**config.mk**
```make
export PLATFORM = sky130hd
export DESIGN_NAME = match_sequencer
export DESIGN_NICKNAME = d
export VERILOG_FILES = /design/src/rtl/match_sequencer.sv
export SDC_FILE = /design/constraint.sdc
export NUM_CORES = 1
export LEC_CHECK = 0
export ABC_AREA = 1
export CORE_MARGIN = 4
export CORE_UTILIZATION = 50
export CTS_CLUSTER_DIAMETER = 200
export DETAILED_ROUTE_END_ITERATION = 10
export HOLD_SLACK_MARGIN = 0.08
export PLACE_DENSITY = 0.83
export SLEW_MARGIN = 0
export SYNTH_ARGS = -nofsm -noshare
export SYNTH_HDL_FRONTEND = slang
export SYNTH_SLANG_ARGS = --single-unit
```
**constraint.sdc**
```tcl
create_clock -name clk -period 2 [get_ports clk]
set_input_delay 0.2 -clock clk [delete_from_list [all_inputs] [get_ports clk]]
set_output_delay 0.2 -clock clk [all_outputs]
set_load 0.03 [all_outputs]
```
**src/rtl/match_sequencer.sv**
```systemverilog
// Game-flow controller: sequences idle/serve/rally/point/pause/over, owns both scores.
// Build option WIN_BY_TWO_EN: a win also needs a two-point lead (31 always wins).
//
// state  | meaning
// -------+------------------------------------------------
// IDLE   | waiting for start, ball held at centre
// SERVE  | ball held, counting SERVE_FRAMES frame ticks
// PLAY   | rally in progress, goals and pause accepted
// POINT  | ball frozen after a point, counting PAUSE_FRAMES
// PAUSED | user pause, ball frozen where it stood
// OVER   | match finished, scores held until start
module match_sequencer #(
  parameter int WIN_SCORE    = 11,
  parameter int PAUSE_FRAMES = 60,
  parameter int SERVE_FRAMES = 30
) (
  input  logic       clk,
  input  logic       rst,
  input  logic       frame_tick,
  input  logic       start_btn,
  input  logic       pause_btn,
  input  logic       goal_p1,
  input  logic       goal_p2,
  output logic       ball_en,
  output logic       ball_rst,
  output logic       serve_dir,
  output logic [4:0] score1,
  output logic [4:0] score2,
  output logic       game_over,
  output logic       winner,
  output logic [2:0] state_o
);

  typedef enum logic [2:0] {
    S_IDLE   = 3'd0,
    S_SERVE  = 3'd1,
    S_PLAY   = 3'd2,
    S_POINT  = 3'd3,
    S_PAUSED = 3'd4,
    S_OVER   = 3'd5,
    S_RSVD6  = 3'd6,
    S_RSVD7  = 3'd7
  } state_t;

  localparam logic [7:0] SERVE_LAST = 8'(SERVE_FRAMES - 1);
  localparam logic [7:0] PAUSE_LAST = 8'(PAUSE_FRAMES - 1);
  localparam logic [4:0] WIN        = 5'(WIN_SCORE);
  localparam logic [4:0] SCORE_MAX  = 5'd31;

  state_t     state_q, state_d;
  logic [7:0] cnt_q, cnt_d;
  logic       start_q, pause_q, arm_q;
  logic [4:0] score1_q, score1_d, score2_q, score2_d;
  logic       ball_en_q, ball_en_d, ball_rst_q, ball_rst_d;
  logic       serve_dir_q, serve_dir_d, game_over_q, game_over_d;
  logic       winner_q, winner_d;

  logic       start_e, pause_e;
  logic [4:0] s1_inc, s2_inc;
  logic       p1_wins, p2_wins;

  // arm_q masks the first clock after reset so a button held through reset gives no edge
  assign start_e = start_btn & ~start_q & arm_q;
  assign pause_e = pause_btn & ~pause_q & arm_q;

  assign s1_inc = (score1_q == SCORE_MAX) ? SCORE_MAX : score1_q + 5'd1;
  assign s2_inc = (score2_q == SCORE_MAX) ? SCORE_MAX : score2_q + 5'd1;

`ifdef WIN_BY_TWO_EN
  assign p1_wins = (s1_inc == SCORE_MAX) ||
                   ((s1_inc >= WIN) && ({1'b0, s1_inc} >= ({1'b0, score2_q} + 6'd2)));
  assign p2_wins = (s2_inc == SCORE_MAX) ||
                   ((s2_inc >= WIN) && ({1'b0, s2_inc} >= ({1'b0, score1_q} + 6'd2)));
`else
  assign p1_wins = (s1_inc == WIN);
  assign p2_wins = (s2_inc == WIN);
`endif

  always_ff @(posedge clk or posedge rst) begin
    if (rst) begin
      state_q     <= S_IDLE;
      cnt_q       <= '0;
      start_q     <= 1'b0;
      pause_q     <= 1'b0;
      arm_q       <= 1'b0;
      score1_q    <= '0;
      score2_q    <= '0;
      ball_en_q   <= 1'b0;
      ball_rst_q  <= 1'b1;
      serve_dir_q <= 1'b0;
      game_over_q <= 1'b0;
      winner_q    <= 1'b0;
    end else begin
      state_q     <= state_d;
      cnt_q       <= cnt_d;
      start_q     <= start_btn;
      pause_q     <= pause_btn;
      arm_q       <= 1'b1;
      score1_q    <= score1_d;
      score2_q    <= score2_d;
      ball_en_q   <= ball_en_d;
      ball_rst_q  <= ball_rst_d;
      serve_dir_q <= serve_dir_d;
      game_over_q <= game_over_d;
      winner_q    <= winner_d;
    end
  end

  always_comb begin
    state_d     = state_q;
    cnt_d       = cnt_q;
    score1_d    = score1_q;
    score2_d    = score2_q;
    ball_en_d   = ball_en_q;
    ball_rst_d  = ball_rst_q;
    serve_dir_d = serve_dir_q;
    game_over_d = game_over_q;
    winner_d    = winner_q;

    case (state_q)
      S_IDLE: begin
        ball_en_d  = 1'b0;
        ball_rst_d = 1'b1;
        if (start_e) begin
          score1_d    = '0;
          score2_d    = '0;
          serve_dir_d = 1'b0;
          state_d     = S_SERVE;
        end
      end
      S_SERVE: begin
        if (frame_tick) begin
          if (cnt_q == SERVE_LAST) begin
            state_d    = S_PLAY;
            ball_en_d  = 1'b1;
            ball_rst_d = 1'b0;
          end else begin
            cnt_d = cnt_q + 8'd1;
          end
        end
      end
      S_PLAY: begin
        if (goal_p1 && goal_p2) begin
          state_d    = S_POINT;
          ball_en_d  = 1'b0;
          ball_rst_d = 1'b1;
        end else if (goal_p1) begin
          score1_d    = s1_inc;
          serve_dir_d = 1'b1;
          ball_en_d   = 1'b0;
          ball_rst_d  = 1'b1;
          if (p1_wins) begin
            state_d     = S_OVER;
            game_over_d = 1'b1;
            winner_d    = 1'b0;
          end else begin
            state_d = S_POINT;
          end
        end else if (goal_p2) begin
          score2_d    = s2_inc;
          serve_dir_d = 1'b0;
          ball_en_d   = 1'b0;
          ball_rst_d  = 1'b1;
          if (p2_wins) begin
            state_d     = S_OVER;
            game_over_d = 1'b1;
            winner_d    = 1'b1;
          end else begin
            state_d = S_POINT;
          end
        end else if (pause_e) begin
          state_d   = S_PAUSED;
          ball_en_d = 1'b0;
        end
      end
      S_POINT: begin
        if (frame_tick) begin
          if (cnt_q == PAUSE_LAST) begin
            state_d = S_SERVE;
          end else begin
            cnt_d = cnt_q + 8'd1;
          end
        end
      end
      S_PAUSED: begin
        ball_en_d = 1'b0;
        if (pause_e) begin
          state_d   = S_PLAY;
          ball_en_d = 1'b1;
        end
      end
      S_OVER: begin
        ball_en_d  = 1'b0;
        ball_rst_d = 1'b1;
        if (start_e) begin
          score1_d    = '0;
          score2_d    = '0;
          game_over_d = 1'b0;
          serve_dir_d = 1'b0;
          state_d     = S_SERVE;
        end
      end
      default: begin
        state_d    = S_IDLE;
        ball_en_d  = 1'b0;
        ball_rst_d = 1'b1;
      end
    endcase

    if (state_d != state_q) cnt_d = '0;
  end

  assign ball_en   = ball_en_q;
  assign ball_rst  = ball_rst_q;
  assign serve_dir = serve_dir_q;
  assign score1    = score1_q;
  assign score2    = score2_q;
  assign game_over = game_over_q;
  assign winner    = winner_q;
  assign state_o   = state_q;

endmodule

```
==> results of run 1 <==
-- logic make-up after synthesis --
kind of cell | share of synthesized area
other | 0.00212
AND/OR/NAND/NOR | 0.330
XOR/XNOR | 0.0297
adder cells (fa/ha/maj) | 0.0283
AO/OA/AOI/OAI | 0.108
buffers and inverters | 0.0913
flip-flops | 0.411
-- cell type report --
class	instances	share of cell area
Multi-Input combinational cell	169	0.408
Sequential cell	29	0.334
Timing Repair Buffer	31	0.134
Inverter	43	0.0741
Tap cell	46	0.0264
Clock buffer	8	0.0224
-- sequential cells by signal, indices dropped and copies added (netlist names) --
name and cells:
score2 5, ball_rst 1, game_over 1, ball_en 1, pause_q 1, start_q 1
arm_q 1, state_o 3, score1 5, cnt_q 8, winner 1, serve_dir 1
-- through the flow --
step | setup slack [ns] | power [mW] | cells
3_5_place_dp | 0.0945 | 2.62 | 315
2_1_floorplan | 0.0999 | 2.05 | 241
6_report | 0.167 | 3.03 | 326
3_3_place_gp | 0.102 | 2.59 | 315
5_1_grt | 0.00411 | 3.29 | 326
4_1_cts | 0.0497 | 2.97 | 323
-- power groups by stage --
stage / registers, mW / logic (mW) / clock network, mW
3_3_place_gp: 0.976 / 1.62 / 0
2_1_floorplan: 1.26 / 0.790 / 0
5_1_grt: 1.00 / 1.92 / 0.364
4_1_cts: 0.973 / 1.65 / 0.341
6_report: 0.969 / 1.73 / 0.332
3_5_place_dp: 0.984 / 1.64 / 0
-- final timing paths --
path	endpoint	slack, ns	cells past startpoint
min	score1[4]	0.23	3
min reg2reg	ball_rst	0.50	2
max in group asynchronous	ball_rst	1.46	3
max reg2reg	cnt_q[6]	0.17	12
max	cnt_q[6]	0.17	12
min in group clk	pause_q	0.32	1
-- cell usage in the layout, fill, tap and decap left out, types with 2 or more instances in the layout --
cell                              instances
sky130_fd_sc_hd__nand3_1                 27
sky130_fd_sc_hd__inv_2                    3
sky130_fd_sc_hd__nand4_1                  7
sky130_fd_sc_hd__buf_4                    7
sky130_fd_sc_hd__nor3_1                   4
sky130_fd_sc_hd__o21ai_0                 15
sky130_fd_sc_hd__a21oi_1                  8
sky130_fd_sc_hd__nor2_1                  20
sky130_fd_sc_hd__xnor2_1                  2
sky130_fd_sc_hd__clkdlybuf4s50_1         24
sky130_fd_sc_hd__nand2_2                  2
sky130_fd_sc_hd__xor2_1                   4
sky130_fd_sc_hd__inv_1                   39
sky130_fd_sc_hd__nor2_2                   3
sky130_fd_sc_hd__ha_2                     2
sky130_fd_sc_hd__o211ai_1                 3
sky130_fd_sc_hd__nor2_4                   2
sky130_fd_sc_hd__clkbuf_4                 5
sky130_fd_sc_hd__nand2_1                 55
sky130_fd_sc_hd__clkbuf_1                 3
sky130_fd_sc_hd__dfrtp_1                 27
sky130_fd_sc_hd__nor3_2                   2
sky130_fd_sc_hd__ha_1                     2
-- layer usage --
| metal | part of all wire | vias to the layer above |
|---|---|---|
| met5 | 0 | - |
| met4 | 0.015 | 0 |
| met3 | 0.051 | 6 |
| met2 | 0.47 | 44 |
| met1 | 0.46 | 761 |
| li1 | - | 861 |
-- critical path: stages, from the launching register on --
cell and delay [ns]:
sky130_fd_sc_hd__dfrtp_1 0.39, sky130_fd_sc_hd__ha_2 0.22, sky130_fd_sc_hd__nand4_1 0.16, sky130_fd_sc_hd__nand2_1 0.12
sky130_fd_sc_hd__nand2_1 0.07, sky130_fd_sc_hd__o21ai_1 0.18, sky130_fd_sc_hd__nand2_1 0.07, sky130_fd_sc_hd__nand2_1 0.06
sky130_fd_sc_hd__nand2_1 0.05, sky130_fd_sc_hd__nand2_1 0.08, sky130_fd_sc_hd__nand3_1 0.12, sky130_fd_sc_hd__nand2_4 0.13
sky130_fd_sc_hd__nor2_1 0.05
-- timing repair --
action / in CTS / in global routing
buffers inserted: 0 / 3
resized for setup: 0 / 5
endpoints found under the setup margin: 0 / 9
==> flow_summary.ini, run 1 <==
[setup_path]
startpoint = score2[1]
setup.worst_path.start_class = register
timing.rr.start = score2[1]
path_max_fanout = 8
worst-endpoint-required_ns = 2.21
worst_ep_arrival_time_ns = 2.05
worst_path_class_setup = register to register
crit_end_category = register

[power]
leakagePower_nw = 1.03
cellInternalPower_mw = 1.58
power.sequential.fraction = 0.320
power.share.combinational = 0.571
power_switching_mw = 1.45
netSwitchingFraction = 0.478
vdd_drop_max_mv = 0.754
share_of_total_power_in_the_clock_network = 0.109
power.density_mw_per_mm2 = 1390

[timing]
layout_worst_path_cycle_share = 0.916
setup_viol = 0
final_hold_viol_count = 0
slew_viol_final = 0
timing.fmax_mhz = 546
fin_hold_ws_ns = 0.226
setup_tns_ns = 0
rsz_0062_raised_after_global_routing = false
fin_clk_skew_ns = 0.0102
shortest_period_the_worst_path_allows_ns = 1.83

[run_status]
outcome = complete, no violations

[logic_synthesis]
synth_top_cells_by_area = sky130_fd_sc_hd__dfrtp_1 40%, sky130_fd_sc_hd__nand2_1 12%, sky130_fd_sc_hd__inv_1 8.3%
synth_top_area_frac = 0.396
syn-mean-instance-area_um2 = 7.34
netlist-cell-type-count = 29
synth-edff-count = 0
synth.most_common_cell = sky130_fd_sc_hd__nand2_1
asyncSetResetFlopFracSynth = 1.00
post_synthesis_instance_total = 241
synth_top_flop_cell = sky130_fd_sc_hd__dfrtp_1
ys_seq_area_frac = 0.411
synth_fp_nets = 252
ys_warn_count = 0
netlist_area_mm2 = 0.00177
ys_seq_elements = 29
synth_area_leader_cell = sky130_fd_sc_hd__dfrtp_1
synthTopCellsByCount = 55 x sky130_fd_sc_hd__nand2_1, 39 x sky130_fd_sc_hd__inv_1, 28 x sky130_fd_sc_hd__dfrtp_1

[global_routing]
global_route.usage.met1 = 0.239
grt_start_max_net_pins = 30
grt_antenna_before_repair = 0
grt_overflow_total = 0
vias_in_the_first_global_route = 1494
use_met2 = 0.298
grt.busiest_layer = met2
gr-usage-all-layers = 0.186
grt_util_met3 = 0.0499
grt_pass1_wl_mm = 6.38

[finish]
layout-area-overhead-vs-synth_pct = 23.2
multiInputGateArea_um2 = 890
layout.cell_area.non_filler_mm2 = 0.00218
sequential_cell_area_um2 = 728
finalCoreUtilization = 0.648
design.final.nets = 290
n_fill_cell = 317
antenna-diode-count = 0
fraction_of_layout_instances_using_a_drive_strength_above_1 = 0.118

[clock_tree]
bufs_on_longest_clock_path = 2
cts_hold_buffers_added = 0
root_buffer = sky130_fd_sc_hd__clkbuf_4
clock_tree_from_tritoncts = yes
h-tree-depth = 2
clock_sinks = 29
clock_insertion_delay_worst_skew_ns = 0.33
cts_buffers = 5
clock_edge_transition_at_the_registers_on_the_reported_setup_and_hold_paths_ns = 0.09

[route]
postRouteWirelength_mm = 3.78
avgViaCountPerCell = 5.13
post_drt_wl_per_cell_um = 11.6
detailedRoute.firstPassIterationCount = 4
total_number_of_vias = 1672
drcViolationCount = 0
detail_route.iter0.violations = 93
count_of_antenna_violating_nets_left_after_detailed_routing = 0

[floorplanning]
io-pin-count = 25
floorplan.die.height_um = 67.5
dieArea_mm2 = 0.00455
num_rows = 21
die_width_um = 67.5
floorplan.initialDensity = 0.526
core_area_mm2 = 0.00336

[job]
max_cap_violations = 0

[place]
placement_stage_cell_area_mm2 = 0.00210
port_buffers = 24
final_replace_weighted_congestion = 0.860
detailed_place_hpwl_mm = 2.87

[min_path]
worstHoldPathType = input pin to async pin
No activity file was read; power rests on OpenSTA's default activity.
==> run 2, diff against run 1 <==
--- a/config.mk
+++ b/config.mk
@@ -6,12 +6,12 @@
 export NUM_CORES = 1
 export LEC_CHECK = 0
 export ABC_AREA = 1
-export CORE_MARGIN = 4
+export CORE_MARGIN = 2
 export CORE_UTILIZATION = 50
 export CTS_CLUSTER_DIAMETER = 200
 export DETAILED_ROUTE_END_ITERATION = 10
 export HOLD_SLACK_MARGIN = 0.08
-export PLACE_DENSITY = 0.83
+export PLACE_DENSITY = 0.86
 export SLEW_MARGIN = 0
 export SYNTH_ARGS = -nofsm -noshare
 export SYNTH_HDL_FRONTEND = slang
==> flow_summary.ini, run 2 (same netlist as run 1, synthesis figures left out) <==
[run_status]
outcome = complete, no violations

[power]
cellInternalPower_mw = 1.67
vdd_drop_max_mv = 0.965
power.sequential.fraction = 0.303
share_of_total_power_in_the_clock_network = 0.131
power_switching_mw = 1.47
power.share.combinational = 0.565
netSwitchingFraction = 0.468
leakagePower_nw = 1.07
power.density_mw_per_mm2 = 1410

[route]
detail_route.iter0.violations = 98
detailedRoute.firstPassIterationCount = 4
total_number_of_vias = 1682
avgViaCountPerCell = 5.11
drcViolationCount = 0
count_of_antenna_violating_nets_left_after_detailed_routing = 0
post_drt_wl_per_cell_um = 11.5
postRouteWirelength_mm = 3.78

[clock_tree]
h-tree-depth = 2
clock_insertion_delay_worst_skew_ns = 0.34
clock_sinks = 29
clock_tree_from_tritoncts = yes
bufs_on_longest_clock_path = 2
root_buffer = sky130_fd_sc_hd__clkbuf_4
cts_hold_buffers_added = 0
clock_edge_transition_at_the_registers_on_the_reported_setup_and_hold_paths_ns = 0.10
cts_buffers = 5

[setup_path]
worst-r2r-setup-slack_ns = 0.13
timing.rr.start = score2[0]
worst_path_class_setup = register to register
setup.worst_path.start_class = register
critPathMaxStageDelay_ns = 0.41
r2r.worst_path.cells = 13
cp.buffers_inverters = 1
timing.critical_path.depth = 13
worstSetupEndpoint = cnt_q[3]
path_max_fanout = 8
critical-path-top-cell-by-count = sky130_fd_sc_hd__nand2_1
crit_family = simple AND/OR/NAND/NOR gates
cp_slowest_cell = sky130_fd_sc_hd__dfrtp_1
worst-endpoint-required_ns = 2.22
worst_ep_arrival_time_ns = 2.09
startpoint = score2[0]
worst_path_cell_trace = ha_1 > inv_1 > nand2_1 > nand2_1 > nand4_1 > o21ai_1 > nand2_1 > nand2_1 > nand2_1 > nand2_1 > nand3_1 > nand2_4 > nor2_1
crit_end_category = register
regToRegEndpoint = cnt_q[3]

[timing]
fin_clk_skew_ns = 0.0162
setup_viol = 0
fin_hold_ws_ns = 0.211
slew_viol_final = 0
shortest_period_the_worst_path_allows_ns = 1.87
timing.fmax_mhz = 535
finalWorstSetupSlack_ns = 0.132
final_hold_viol_count = 0
layout_worst_path_cycle_share = 0.934

[place]
port_buffers = 24
post-place-ws_ns = 0.0779
detailed_place_hpwl_mm = 2.87
final_replace_weighted_congestion = 0.884
placement_stage_cell_area_mm2 = 0.00211

[finish]
layout.cells.most_common_list = 55 x sky130_fd_sc_hd__nand2_1, 39 x sky130_fd_sc_hd__inv_1, 28 x sky130_fd_sc_hd__dfrtp_1
n_fill_cell = 298
regMostFlops = cnt_q
layout-area-overhead-vs-synth_pct = 25.8
layout.cell_area.non_filler_mm2 = 0.00222
fraction_of_layout_instances_using_a_drive_strength_above_1 = 0.134
antenna-diode-count = 0
multiInputGateArea_um2 = 892
layout_commonest_cell = sky130_fd_sc_hd__nand2_1
sequential_cell_area_um2 = 727
largest_reg_flops = 8
design.final.nets = 293

[floorplanning]
floorplan.initialDensity = 0.526
dieArea_mm2 = 0.00403
io-pin-count = 25
num_rows = 21
die_width_um = 63.5
floorplan.die.height_um = 63.5
core_area_mm2 = 0.00336

[global_routing]
vias_in_the_first_global_route = 1539
grt_start_max_net_pins = 30
gr-usage-all-layers = 0.205
grt_pass1_wl_mm = 6.42
grt_antenna_before_repair = 0
grt_overflow_total = 0

[min_path]
worstHoldPathType = input pin to async pin

[job]
max_cap_violations = 0
-- run 2: worst min-delay path by stage --
stage                   start   endpoint  cells after the start
global route              rst  score1[3]                      3
global placement     ball_rst   ball_rst                      2
CTS                       rst  score1[3]                      3
finish                    rst  score1[2]                      3
floorplan           pause_btn    pause_q                      0
detailed placement     winner     winner                      2
-- run 2: through the flow --
stage                     TNS [ns]  power [mW]   util  std cells
after floorplan                  0        2.05      -        241
final                            0        3.14  0.661        329
after detailed placement         0        2.67  0.628        317
after CTS                        0        3.08  0.648        325
after global placement           0        2.62  0.628        317
after global routing        -0.180        3.39  0.661        329
-- run 2: worst register-to-register path, stage by stage (launching register included) --
cell and delay, ns:
sky130_fd_sc_hd__dfrtp_1 0.41, sky130_fd_sc_hd__ha_1 0.25, sky130_fd_sc_hd__inv_1 0.07, sky130_fd_sc_hd__nand2_1 0.05, sky130_fd_sc_hd__nand2_1 0.07, sky130_fd_sc_hd__nand4_1 0.11, sky130_fd_sc_hd__o21ai_1 0.21, sky130_fd_sc_hd__nand2_1 0.07
sky130_fd_sc_hd__nand2_1 0.06, sky130_fd_sc_hd__nand2_1 0.05, sky130_fd_sc_hd__nand2_1 0.07, sky130_fd_sc_hd__nand3_1 0.13, sky130_fd_sc_hd__nand2_4 0.14, sky130_fd_sc_hd__nor2_1 0.05
-- run 2: per-layer routing --
metal	vias to the layer above	wire [um]	track usage
met2	38	1780	0.339
met3	9	232	0.0643
met1	772	1690	0.249
met5	-	0	0
li1	863	-	-
met4	0	75	0.0788
-- run 2: layout make-up --
type / instances / share of cell area
clock buffers: 7 / 0.0293
multi-input cells: 169 / 0.401
flip-flops and latches: 29 / 0.327
clock inverters: 1 / 0.00225
inverters: 43 / 0.0726
well taps: 46 / 0.0259
repair buffers: 34 / 0.142
-- run 2: power by group through the flow --
| stage | Sequential (mW) | Clock, mW | Combinational [mW] |
|---|---|---|---|
| CTS | 0.953 | 0.424 | 1.71 |
| floorplan | 1.26 | 0 | 0.790 |
| global placement | 0.956 | 0 | 1.66 |
| global route | 0.980 | 0.466 | 1.94 |
| finish | 0.954 | 0.413 | 1.78 |
| detailed placement | 0.963 | 0 | 1.70 |
-- run 2: repair_timing --
action,4_1_cts,5_1_grt
setup endpoints to repair,0,8
setup buffers,0,4
resized for setup,0,4
==> run 3, diff against run 2 <==
--- a/config.mk
+++ b/config.mk
@@ -7,11 +7,11 @@
 export LEC_CHECK = 0
 export ABC_AREA = 1
 export CORE_MARGIN = 2
-export CORE_UTILIZATION = 50
+export CORE_UTILIZATION = 48
 export CTS_CLUSTER_DIAMETER = 200
 export DETAILED_ROUTE_END_ITERATION = 10
 export HOLD_SLACK_MARGIN = 0.08
-export PLACE_DENSITY = 0.86
+export PLACE_DENSITY = 0.84
 export SLEW_MARGIN = 0
 export SYNTH_ARGS = -nofsm -noshare
 export SYNTH_HDL_FRONTEND = slang
==> flow_summary.ini, run 3 (same netlist as run 1, synthesis figures left out) <==
[run_status]
outcome = complete, no violations

[floorplanning]
floorplan.initialDensity = 0.490
core_area_mm2 = 0.00361
io-pin-count = 25
num_rows = 22
die_width_um = 64.7
floorplan.die.height_um = 64.7
dieArea_mm2 = 0.00418

[clock_tree]
clock_edge_transition_at_the_registers_on_the_reported_setup_and_hold_paths_ns = 0.06
cts_buffers = 5
h-tree-depth = 2
clock_insertion_delay_worst_skew_ns = 0.28
root_buffer = sky130_fd_sc_hd__clkbuf_8
clock_sinks = 29
bufs_on_longest_clock_path = 2
clock_tree_from_tritoncts = yes
cts_hold_buffers_added = 0

[setup_path]
path_max_fanout = 8
worst_ep_arrival_time_ns = 2.01
worst_path_class_setup = register to register
crit_end_category = register
setup.worst_path.start_class = register
worst-endpoint-required_ns = 2.16

[route]
avgViaCountPerCell = 5.15
count_of_antenna_violating_nets_left_after_detailed_routing = 0
drcViolationCount = 0
post_drt_wl_per_cell_um = 11.9
total_number_of_vias = 1694
detail_route.iter0.violations = 79
postRouteWirelength_mm = 3.91
detailedRoute.firstPassIterationCount = 5

[finish]
design.final.nets = 291
regMostFlops = cnt_q
fin_cells = 329
largest_reg_flops = 8
layout_commonest_cell = sky130_fd_sc_hd__nand2_1
layout-area-overhead-vs-synth_pct = 26.9
layout.cells.most_common_list = 55 x sky130_fd_sc_hd__nand2_1, 39 x sky130_fd_sc_hd__inv_1, 28 x sky130_fd_sc_hd__dfrtp_1
antenna-diode-count = 0
finalCoreUtilization = 0.622
fraction_of_layout_instances_using_a_drive_strength_above_1 = 0.125

[power]
leakagePower_nw = 1.06
vdd_drop_max_mv = 0.960
power.density_mw_per_mm2 = 1440

[global_routing]
grt_antenna_before_repair = 0
grt_overflow_total = 0
gr-usage-all-layers = 0.204
grt_pass1_wl_mm = 6.58
grt_start_max_net_pins = 30
vias_in_the_first_global_route = 1535

[timing]
slew_viol_final = 0
layout_worst_path_cycle_share = 0.927
setup_tns_ns = 0
final_hold_viol_count = 0
timing.fmax_mhz = 540
setup_viol = 0
finalWorstSetupSlack_ns = 0.147
fin_clk_skew_ns = 0.00437
shortest_period_the_worst_path_allows_ns = 1.85

[job]
max_cap_violations = 0

[place]
placed_cells = 318
final_replace_weighted_congestion = 0.963
detailed_place_hpwl_mm = 2.83
post-place-ws_ns = 0.122
port_buffers = 24

[min_path]
worstHoldPathType = input pin to async pin
run 3: layout make-up:
cell class,instances,area (um^2)
repair buffers,32,300
clock buffers,8,90.1
well taps,48,60.1
fillers,318,1360
multi-input cells,169,905
flip-flops and latches,29,727
inverters,43,161
run 3: worst paths after layout:
kind                       startpoint   endpoint  slack, ns  depth (start not counted)
max                         score2[1]   cnt_q[4]       0.15                         12
min                               rst  score1[2]       0.29                          3
max reg2reg                 score2[1]   cnt_q[4]       0.15                         12
min reg2reg                  ball_rst   ball_rst       0.49                          2
max in group asynchronous         rst   ball_rst       1.40                          3
min in group clk            pause_btn    pause_q       0.39                          1
run 3: metrics by stage:
stage          area (um^2)  total power, mW  hold WS [ns]
3_5_place_dp          2110             2.63         0.495
3_3_place_gp          2110             2.61         0.483
2_1_floorplan         1770             2.05         0.231
5_1_grt               2240             3.49         0.341
4_1_cts               2200             3.13         0.304
6_report              2240             3.23         0.295
run 3: power breakdown:
part	switching (mW)	total [mW]	internal, mW
clock	0.202	0.481	0.280
sequential	0.209	0.983	0.774
combinational	1.07	1.77	0.697
total	1.48	3.23	1.75
run 3: routing by layer:
metal | track usage | wire length [um] | vias up
met5 | 0 | 0 | -
met4 | 0.0771 | 49 | 0
met3 | 0.0556 | 164 | 4
met2 | 0.335 | 1930 | 50
met1 | 0.257 | 1760 | 783
li1 | - | - | 857
run 3: what timing repair did:
action / in CTS / in global routing
resized for setup: 0 / 6
buffers inserted: 0 / 3
setup endpoints to repair: 0 / 9
run 3: critical path, cell delays in order, from the launching register on:
cell                      delay, ns
sky130_fd_sc_hd__dfrtp_1       0.41
sky130_fd_sc_hd__ha_2          0.24
sky130_fd_sc_hd__nand4_1       0.17
sky130_fd_sc_hd__nand2_1       0.12
sky130_fd_sc_hd__nand2_1       0.07
sky130_fd_sc_hd__o21ai_1       0.16
sky130_fd_sc_hd__nand2_1       0.07
sky130_fd_sc_hd__nand2_1       0.06
sky130_fd_sc_hd__nand2_1       0.05
sky130_fd_sc_hd__nand2_1       0.08
sky130_fd_sc_hd__nand3_1       0.13
sky130_fd_sc_hd__nand2_4       0.13
sky130_fd_sc_hd__nor2_1        0.05
